**config.mk**
```make
export PLATFORM = sky130hd
export DESIGN_NAME = imem_loader
export DESIGN_NICKNAME = d
export VERILOG_FILES = /design/src/rtl/imem_loader.sv
export SDC_FILE = /design/constraint.sdc
export NUM_CORES = 1
export LEC_CHECK = 0
export ABC_AREA = 1
export BUFFER_PORTS_ARGS = -buffer_cell sky130_fd_sc_hd__clkbuf_2
export CORE_ASPECT_RATIO = 0.6
export CORE_MARGIN = 2
export CORE_UTILIZATION = 53
export DETAILED_ROUTE_END_ITERATION = 8
export PLACE_DENSITY = 0.74
export SLEW_MARGIN = 15
export SYNTH_ARGS = -nofsm -noshare
export SYNTH_HDL_FRONTEND = slang
export SYNTH_SLANG_ARGS = --single-unit
```
**constraint.sdc**
```tcl
create_clock -name clk -period 3.5 [get_ports clk]
set_clock_uncertainty 0.15 [all_clocks]
set_input_delay 0.7 -clock clk [delete_from_list [all_inputs] [get_ports clk]]
set_output_delay 0.7 -clock clk [all_outputs]
set_load 0.005 [all_outputs]
```
**src/rtl/imem_loader.sv**
```systemverilog
// imem_loader: boot-time instruction memory writer.
// Accepts a byte stream (16-bit big-endian word count, then 4*N bytes MSB first),
// writes each assembled 32-bit word to consecutive word addresses and holds the CPU
// stalled until a complete image has been written.
module imem_loader #(
   parameter int unsigned ADDR_W  = 10,
   parameter int unsigned TIMEOUT = 1000000
) (
   input  logic              clk,
   input  logic              rst,
   input  logic              start,
   input  logic [7:0]        in_data,
   input  logic              in_valid,
   output logic              in_ready,
   output logic              we,
   output logic [ADDR_W-1:0] waddr,
   output logic [31:0]       wdata,
   output logic              busy,
   output logic              done,
   output logic              error,
   output logic              cpu_hold
);

   localparam int unsigned      CNT_W      = $clog2(TIMEOUT) + 1;
   // Last idle count that still tolerates a byte; the next idle edge aborts.
   localparam logic [CNT_W-1:0] IDLE_LIMIT = CNT_W'(TIMEOUT - 2);
   localparam logic [32:0]      MAX_WORDS  = 33'(1) << ADDR_W;

   typedef enum logic [2:0] {
      StIdle,
      StHdrHi,
      StHdrLo,
      StData,
      StWrite,
      StDone,
      StErr
   } state_e;

   state_e            state_q, state_d;
   logic [15:0]       count_q, count_d;
   logic [ADDR_W-1:0] word_idx_q, word_idx_d;
   logic [1:0]        byte_idx_q, byte_idx_d;
   logic [31:0]       word_q, word_d;
   logic [CNT_W-1:0]  idle_q, idle_d;

   logic              accept;
   logic [15:0]       hdr_n;
   logic              last_word;

   // Outputs are pure decodes of state and registers; no path from in_valid.
   assign in_ready = (state_q == StHdrHi) || (state_q == StHdrLo) || (state_q == StData);
   assign we       = (state_q == StWrite);
   assign waddr    = word_idx_q;
   assign wdata    = word_q;
   assign busy     = in_ready || we;
   assign done     = (state_q == StDone);
   assign error    = (state_q == StErr);
   assign cpu_hold = (state_q != StDone);

   assign accept    = in_valid && in_ready;
   assign hdr_n     = {count_q[15:8], in_data};
   assign last_word = ((33'(word_idx_q) + 33'd1) == 33'(count_q));

   // Next-state logic: header decode, byte assembly, write sequencing, idle timeout.
   always_comb begin
      state_d    = state_q;
      count_d    = count_q;
      word_idx_d = word_idx_q;
      byte_idx_d = byte_idx_q;
      word_d     = word_q;
      idle_d     = idle_q;

      unique case (state_q)
         StIdle: begin
            if (start) state_d = StHdrHi;
         end
         StHdrHi: begin
            // No timeout while waiting for the first header byte.
            idle_d = '0;
            if (accept) begin
               count_d[15:8] = in_data;
               state_d       = StHdrLo;
            end
         end
         StHdrLo: begin
            if (accept) begin
               count_d[7:0] = in_data;
               idle_d       = '0;
               if (hdr_n == 16'd0) begin
                  state_d = StDone;
               end else if (33'(hdr_n) > MAX_WORDS) begin
                  state_d = StErr;
               end else begin
                  state_d    = StData;
                  word_idx_d = '0;
                  byte_idx_d = '0;
               end
            end else if (idle_q == IDLE_LIMIT) begin
               state_d = StErr;
            end else begin
               idle_d = idle_q + CNT_W'(1);
            end
         end
         StData: begin
            if (accept) begin
               word_d     = {word_q[23:0], in_data};
               idle_d     = '0;
               byte_idx_d = byte_idx_q + 2'd1;
               if (byte_idx_q == 2'd3) state_d = StWrite;
            end else if (idle_q == IDLE_LIMIT) begin
               state_d = StErr;
            end else begin
               idle_d = idle_q + CNT_W'(1);
            end
         end
         StWrite: begin
            idle_d = '0;
            if (last_word) begin
               state_d = StDone;
            end else begin
               word_idx_d = word_idx_q + ADDR_W'(1);
               state_d    = StData;
            end
         end
         StDone, StErr: begin
            idle_d = '0;
            if (start) state_d = StHdrHi;
         end
         default: begin
            state_d = StIdle;
         end
      endcase
   end

   // State and datapath registers; reset aborts any load, dropping an in-flight write.
   always_ff @(posedge clk or posedge rst) begin
      if (rst) begin
         state_q    <= StIdle;
         count_q    <= '0;
         word_idx_q <= '0;
         byte_idx_q <= '0;
         word_q     <= '0;
         idle_q     <= '0;
      end else begin
         state_q    <= state_d;
         count_q    <= count_d;
         word_idx_q <= word_idx_d;
         byte_idx_q <= byte_idx_d;
         word_q     <= word_d;
         idle_q     <= idle_d;
      end
   end

endmodule

```
==> results of run 1 <==
cell families (layout without fill, tap and decap cells):
| kind of cell | Yosys count | in the layout |
|---|---|---|
| buffers and inverters | 96 | 164 |
| AND/OR/NAND/NOR | 354 | 354 |
| flip-flops | 84 | 84 |
| adder cells (fa/ha/maj) | 4 | 4 |
| XOR/XNOR | 6 | 6 |
| AO/OA/AOI/OAI | 80 | 80 |
power breakdown:
group | total [mW] | switching (mW) | internal (mW)
Sequential | 1.48 | 0.218 | 1.27
Combinational | 1.45 | 0.961 | 0.485
Clock | 1.04 | 0.410 | 0.630
area by class of cell:
cell class / count / area (µm²)
tap: 112 / 140
sequential: 84 / 2100
timing repair buffer: 64 / 333
multi-input combinational: 444 / 2110
inverter: 84 / 318
fill: 780 / 3140
clock inverter: 7 / 98.8
clock buffer: 9 / 225
worst max-delay path by stage:
stage | from | end | slack (ps) | cells past startpoint
floorplan | rst | byte_idx_q[0] | 480 | 1
global placement | in_data[3] | waddr[4] | 1010 | 11
detailed placement | in_data[3] | waddr[7] | 940 | 11
CTS | state_q[0] | busy | 1000 | 7
global route | state_q[0] | busy | 820 | 7
finish | state_q[0] | busy | 970 | 7
worst max-delay path: stages (launching register included):
cell and delay [ps]:
dfrtp_1 440, inv_2 110, nand2_1 90, nor2_1 100, buf_4 220, inv_1 150
nand2_1 110, clkbuf_2 110
routing by layer:
metal  part of all wire (%)  vias to the layer above
met5                      0                        -
met4                   0.87                        0
met2                     40                      173
met1                     50                     2019
met3                    9.2                       10
li1                       -                     2117
through the flow:
stage | util (%) | worst slack, ps
final | 62.9 | 973
after floorplan | - | 485
after global placement | 59.1 | 1010
after CTS | 62.9 | 998
after global routing | 62.9 | 820
after detailed placement | 59.1 | 935
state kept, by name (all words and copies together) (netlist names):
signal,count
wdata,32
idle_q,21
count_q,16
waddr,10
state_q,3
byte_idx_q,2
cell usage in the layout, fill, tap and decap left out, types with 2 or more instances in the layout:
master     instances
a21oi_1            9
a22oi_1            2
buf_4              5
bufinv_16          2
clkbuf_16          9
clkbuf_2          59
dfrtp_1           84
ha_1               4
inv_1             71
inv_2             12
inv_6              2
nand2_1          201
nand2_2            9
nand3_1           35
nand3b_1           4
nand4_1           17
nor2_1            60
nor2_4             7
nor3_1            10
nor4_1             4
o21a_1             2
o21ai_0           51
o21ai_1            5
o31ai_1            2
or2_2              3
xor2_1             6
==> flow_metrics.tcl, run 1 <==
set metrics [dict create \
    yosysWarningCount 0 \
    worstReg2RegEnd "state_q[1]" \
    reg2reg_from "waddr[0]" \
    cts_setup_buffers 0 \
    status "finished clean" \
    synth-edff-count 0 \
    synthTopCellsByCount "nand2_1, dfrtp_1, inv_1" \
    required_ps 2650 \
    synthMuxAreaShare_pct 0 \
    path_max_fanout 11 \
    whs_endpoint "wdata[31]" \
    synth-async-reset-ratio_pct 100 \
    wl_per_cell_um 14.6 \
    synthFlopType "dfrtp_1" \
    avgSynthCellArea_um2 7.33 \
    hold_path.class "flop to flop" \
    synthAdderAreaFrac_pct 1.09 \
    die_x_um 124 \
    setup_violations 0 \
    dieHeight_um 76.0 \
    slew_headroom_pct 45.3 \
    report.final.slew_viol_count 0 \
    drc 0 \
    ys_seq_elements 84 \
    max_freq_ghz 0.396 \
    nets 703 \
    finalHoldViolations 0 \
    grt_overflow_total 0 \
    postRouteAntennaNets 0 \
    cts_tree "built" \
    final_area_um2 5320 \
    grtUsageMet2_pct 34.3 \
    cap_violations 0 \
    cts_hold_buffers 0 \
    dr.pass1.iters 6 \
    clk-insertion-delay-late_ps 340 \
    clkSinkCount 84 \
    vias_per_cell 5.37 \
    yosysTopAreaCellShare_pct 45.9 \
    placed_area_um2 5000 \
    rows 26 \
    layout_worst_path_cycle_share_pct 72.2 \
    vias 4319 \
    worst_pin_slew_ps 820 \
    peakVddDrop_mv 0.479 \
    port_buffers 59 \
    core_area_um2 8460 \
    end_kind "output pin" \
    ios 60 \
    hold_slack_ps 331 \
    hp-start "wdata[31]" \
    grt_max_degree 67 \
    yosysTopAreaCell "dfrtp_1" \
    htreeDepth 3 \
    synth_compound_area_share_pct 9.65 \
    start_util_pct 54.1 \
    worstSetupPathType "flop to output pin" \
    path_clk_slew_ps 60 \
    yosysMostFrequentCell "nand2_1" \
    fin_crit_ps 2530 \
    num_antenna_cells 0 \
    start_kind "flop" \
    root_buffer "clkbuf_16" \
    clockBufferDepth 2 \
    yosys.area_share.simple_pct 34.1 \
    die_area_um2 9420 \
    cp.arrival_ps 1680 \
    setup-tns-final_ps 0 \
    use_met1_pct 47.0 \
    dp_hpwl_mm 8.78 \
    globalRouteMet3Util_pct 5.99 \
    busiest_layer "met1" \
    final_cells 804 \
    powerDensity_nw_per_um2 746 \
    drive_gt1_share_pct 16.8 \
    synth_cell_type_count 37 \
    grt_pass1_vias 3981 \
    rsz0062_at_grt "no" \
    wirelength_mm 11.8 \
    cts_buffers 9 \
    seq_area_frac_synth_pct 45.9 \
    place.gp.congestion 0.940 \
    drtIter0Drc 458 \
    synth_cells 624 \
    grt_pass1_wl_mm 20.1 \
    antenna_found_initial 0 \
    fin_total_pwr_mw 3.97 \
    r2r_cells 14 \
    synthTopCellsByArea "dfrtp_1, nand2_1, inv_1" \
    synth_top_family_by_area "simple AND/OR/NAND/NOR gates" \
    synthesis.nets 640 \
    synthXorXnorAreaFrac_pct 1.15 \
    hold_path_depth 2 \
    dpl.cell_count 788 \
    leakage_nw 2.70 \
    gr-usage-all-layers_pct 27.4 \
    synth_area_um2 4580 \
    ctsResizeCount 0 \
    syn2layout_area_growth_pct 16.3 \
    regToRegSetupSlack_ps 1110 \
]
No activity file was read; power rests on OpenSTA's default activity.
==> run 2, diff against run 1 <==
ABC_AREA = 0   (was 1)
CORE_UTILIZATION = 52   (was 53)
PLACE_DENSITY = 0.76   (was 0.74)
clock period = 2.02 ns   (was 3.5 ns; I/O delays follow)
==> run 2 against run 1 <==
Effect of this change:
- the run now ends with negative setup slack left
- clock power rose by 58%
- count of clock-buffer cells in the layout rose by 2
- routed wire length up 9.3%
- first-iteration DRC count is 5.2% higher
- critical path depth rose by 1
- total power is 130% higher
- cell count fell by 16%
- combinational power rose to 3.1 times the previous value
- largest cell class unchanged
==> flow_metrics.tcl, run 2 <==
set metrics [dict create \
    drive_gt1_share_pct 49.7 \
    powerDensity_nw_per_um2 1500 \
    ios 60 \
    leakage_nw 2.74 \
    synthesis.nets 429 \
    path_max_fanout 3 \
    slew_headroom_pct 70.4 \
    report.final.slew_viol_count 0 \
    wirelength_mm 12.9 \
    yosysWarningCount 0 \
    start_util_pct 54.1 \
    yosysMostFrequentCell "dfrtp_1" \
    die_area_um2 9070 \
    grt_pass1_wl_mm 19.9 \
    core_area_um2 7980 \
    grt_overflow_total 0 \
    num_antenna_cells 0 \
    vias_per_cell 5.97 \
    grt_pass1_vias 3867 \
    avgSynthCellArea_um2 10.5 \
    synth-async-reset-ratio_pct 100 \
    ys_seq_elements 84 \
    dr.pass1.iters 5 \
    final_common_cell "buf_4" \
    synth_area_um2 4320 \
    fin_crit_ps 2500 \
    port_buffers 59 \
    worstSetupPathType "flop to flop" \
    synth_cells 413 \
    seq_area_frac_synth_pct 48.7 \
    path_clk_slew_ps 60 \
    required_ps 2150 \
    status "finished with violations" \
    drc 0 \
    yosysTopAreaCellShare_pct 48.7 \
    rsz0062_at_grt "yes" \
    die_x_um 122 \
    hold_path.class "input pin to async pin" \
    antenna_found_initial 0 \
    cap_violations 0 \
    grt_max_degree 85 \
    layout_worst_path_cycle_share_pct 124 \
    rows 25 \
    clockBufferDepth 2 \
    peakVddDrop_mv 0.826 \
    place.gp.congestion 0.877 \
    clkSinkCount 84 \
    yosysTopAreaCell "dfrtp_1" \
    drtIter0Drc 482 \
    synth-edff-count 0 \
    wl_per_cell_um 19.0 \
    finalHoldViolations 0 \
    violations "negative setup slack" \
    final_cell_mix "buf_4, dfrtp_1, clkbuf_2, mux2_2, nor2_1" \
    cts_tree "built" \
    worst_pin_slew_ps 444 \
    nets 580 \
    synth_cell_type_count 56 \
    root_buffer "clkbuf_16" \
    clk-insertion-delay-late_ps 340 \
    cts_buffers 9 \
    vias 4044 \
    fin_total_pwr_mw 9.13 \
    max_freq_ghz 0.400 \
    cp.arrival_ps 2630 \
    postRouteAntennaNets 0 \
    synthFlopType "dfrtp_1" \
    finalWorstSetupSlack_ps -480 \
    synthTopCellsByCount "dfrtp_1, mux2_2, nor2_1" \
    setup_violations 36 \
    synthTopCellsByArea "dfrtp_1, mux2_2, nor2_1" \
    dp_hpwl_mm 8.53 \
    end_kind "flop" \
    dieHeight_um 74.6 \
    largest_reg_flops 32 \
    setup-tns-final_ps -9890 \
    htreeDepth 3 \
    start_kind "flop" \
    gr-usage-all-layers_pct 29.0 \
    syn2layout_area_growth_pct 40.8 \
]
[run 2: cell types whose count changed after synthesis, moves of 13 or more]
cell,previous run,this run
xnor2_1,0,13
inv_1,72,11
o21ai_0,51,8
nand2_1,201,30
nor2_1,60,33
mux2_2,0,49
[run 2: where the power goes]
part           leakage [nW]  internal (mW)  switching (mW)
Clock                 0.140          0.963           0.677
Combinational          1.55           2.36            2.17
Sequential             1.05           2.35           0.605
Total                  2.74           5.68            3.46
[run 2: kinds of logic (layout without fill, tap and decap cells)]
logic type / count (synthesis) / in the layout / share of synthesized area (%)
AND/OR/NAND/NOR: 164 / 164 / 20.5
flip-flops: 84 / 84 / 48.7
AO/OA/AOI/OAI: 54 / 54 / 8.49
multiplexers: 49 / 49 / 12.8
buffers and inverters: 33 / 189 / 3.30
XOR/XNOR: 25 / 25 / 5.07
adder cells (fa/ha/maj): 4 / 4 / 1.16
[run 2: path summary, 6_finish.rpt]
path                       startpoint        end  slack (ps)  depth (start not counted)
hold reg to reg             wdata[31]  wdata[31]         360                          1
min in group clk           in_data[5]   wdata[5]         290                          3
setup reg to reg             waddr[1]   waddr[7]        -480                          8
setup / recovery             waddr[1]   waddr[7]        -480                          8
hold / removal                    rst  wdata[11]          20                          3
max in group asynchronous         rst   waddr[2]        1330                          3
[run 2: cell type report]
type | count | area (µm²)
Timing Repair Buffer | 161 | 1140
Clock inverter | 5 | 60.1
Sequential cell | 84 | 2110
Fill cell | 494 | 1900
Multi-Input combinational cell | 296 | 2360
Inverter | 12 | 48.8
Clock buffer | 11 | 233
Tap cell | 108 | 135
[run 2: per-stage QoR]
stage                     utilization, %  hold WS [ps]  setup WS (ps)  cell area [µm²]  cells
final                               76.2          23.9           -480             6080    677
after global routing                76.2          57.2           -570             6080    677
after CTS                           74.5          39.7           -457             5940    676
after detailed placement            67.8           345           -513             5410    650
after global placement              67.8           336           -477             5410    650
after floorplan                        -           299           -456             4400    413
[run 2: timing repair]
item	CTS	global route
gates resized for setup	36	29
pin swaps	33	15
setup buffers	9	2
gates cloned	1	0
hold buffers	0	0
endpoints found under the setup margin	36	38
[run 2: per-layer routing]
layer | share of wire [%] | up-vias | global-route usage, %
li1 | - | 1810 | -
met1 | 45 | 1993 | 42.0
met2 | 44 | 208 | 43.9
met3 | 9.3 | 33 | 7.67
met4 | 1.9 | 0 | 7.66
met5 | 0 | - | 0
[run 2: critical path, stage by stage (launching register included)]
cell      delay [ps]
dfrtp_2          430
ha_4             260
xor2_2           140
a211oi_2         230
nand4_1          140
or4_4            450
or4_1            480
nand3_1           90
a21o_1            80
==> run 3, diff against run 2 <==
CORE_UTILIZATION = 37   (was 52)
PLACE_DENSITY = not set   (was 0.76)
==> run 3 against run 2 <==
Effect of this change:
- the flow still finishes with violations (negative setup slack)
- cell count is 9.3% higher
- die area is 39% higher
- worst setup slack better by 87 ps
- sequential power is 2% lower
- largest cell class unchanged
- combinational power hardly changed
- global-route usage is 8.9 points lower
- non-clock buffer count is 10 higher
- core utilization is 21 points lower
- hold slack worse by 7.8 ps
- maximum frequency is 3.6% higher
- count of clock-buffer cells in the layout stayed put
- via count is 5.3% lower
==> flow_metrics.tcl, run 3 (same netlist as run 2, synthesis figures left out) <==
set metrics [dict create \
    place.gp.congestion 0.899 \
    nets 591 \
    num_antenna_cells 0 \
    syn2layout_area_growth_pct 45.6 \
    worst_path_largest_cell_delay_ps 530 \
    worst-path-buf-inv 0 \
    leakage_nw 2.82 \
    drive_gt1_share_pct 51.2 \
    cp_top_family "simple AND/OR/NAND/NOR gates" \
    max_freq_ghz 0.414 \
    start_kind "flop" \
    start_util_pct 38.1 \
    slew_headroom_pct 69.1 \
    crit_path_cell_trace "nand3_2, or3_4, xnor2_1, or4_4, or4_1, nand3_1, a21o_1" \
    rows 30 \
    rsz0062_at_grt "yes" \
    htreeDepth 3 \
    grt_pass1_wl_mm 19.5 \
    status "finished with violations" \
    hold_path.class "input pin to async pin" \
    drtIter0Drc 308 \
    wl_per_cell_um 16.1 \
    worst_pin_slew_ps 464 \
    worstSetupPathType "flop to flop" \
    fin_util_pct 55.4 \
    grt_overflow_total 0 \
    cts_hold_buffers 0 \
    clkSinkCount 84 \
    die_x_um 143 \
    final_common_cell "buf_4" \
    end_kind "flop" \
    report.final.slew_viol_count 0 \
    layout_worst_path_cycle_share_pct 119 \
    r2r_cells 7 \
    finalHoldViolations 0 \
    dr.pass1.iters 4 \
    path_max_fanout 4 \
    clk-insertion-delay-late_ps 340 \
    final_cell_mix "buf_4, dfrtp_1, clkbuf_2, mux2_2, nor2_1" \
    crit_cells 7 \
    cp.arrival_ps 2550 \
    dieHeight_um 87.7 \
    peakVddDrop_mv 0.683 \
    vias_per_cell 5.18 \
    antenna_found_initial 0 \
    wirelength_mm 11.9 \
    cts_buffers 9 \
    hold_slack_ps 16.2 \
    violations "negative setup slack" \
    largest_reg_flops 32 \
    setup_violations 30 \
    port_buffers 59 \
    path_clk_slew_ps 60 \
    cts_tree "built" \
    gr-usage-all-layers_pct 20.1 \
    vias 3831 \
    setup-tns-final_ps -5630 \
    powerDensity_nw_per_um2 1470 \
    core_area_um2 11300 \
    fin_total_pwr_mw 9.21 \
    clockBufferDepth 2 \
    critical-path-slowest-cell "or4_4" \
    cap_violations 0 \
    drc 0 \
    root_buffer "clkbuf_16" \
    grt_max_degree 85 \
    grt_pass1_vias 3812 \
    dp_hpwl_mm 8.35 \
    required_ps 2150 \
    die_area_um2 12600 \
    finalWorstSetupSlack_ps -394 \
    postRouteAntennaNets 0 \
    ios 60 \
    place_ws_ps -571 \
    fin_crit_ps 2410 \
]
## run 3: per-layer routing
layer | wire [µm] | GRT usage (%) | up-vias
met4 | 101 | 5.08 | 0
met2 | 5230 | 29.0 | 100
met1 | 5930 | 29.5 | 1892
met3 | 684 | 5.90 | 14
li1 | - | - | 1825
met5 | 0 | 0 | -
## run 3: area by class of cell
type	instances	area [µm²]
fill	1014	5050
multi-input combinational	297	2370
sequential	84	2110
timing repair buffer	171	1240
clock buffer	11	233
tap	160	200
clock inverter	5	86.3
inverter	12	48.8
## run 3: worst register-to-register path, cell delays in order, from the launching register on
cell and delay, ps:
dfrtp_2 410, nand3_2 120, or3_4 410, xnor2_1 150, or4_4 530, or4_1 410
nand3_1 90, a21o_1 80
## run 3: worst paths after layout
kind                                 start           to  slack [ps]
worst min register to register   wdata[28]    wdata[28]         350
worst max register to register    waddr[0]     waddr[7]        -390
worst min-delay path                   rst    wdata[23]          20
min in group clk                in_data[3]  count_q[11]         270
max in group asynchronous              rst     waddr[2]        1310
worst max-delay path              waddr[0]     waddr[7]        -390
## run 3: what timing repair did
action	in CTS	in global routing
gates cloned	1	0
pin swaps	42	24
buffers inserted	9	10
gates resized for setup	47	29
setup endpoints to repair	36	37
## run 3: where the power goes
part,internal (mW),leakage (nW),switching (mW)
Sequential,2.35,1.05,0.549
Combinational,2.47,1.62,2.08
Clock,1.09,0.154,0.680
Total,5.91,2.82,3.30
## run 3: metrics by stage
stage,cells,instance area [µm²]
2_1_floorplan,413,4400
6_report,740,6280
3_3_place_gp,707,5540
3_5_place_dp,707,5540
5_1_grt,740,6280
4_1_cts,733,6130
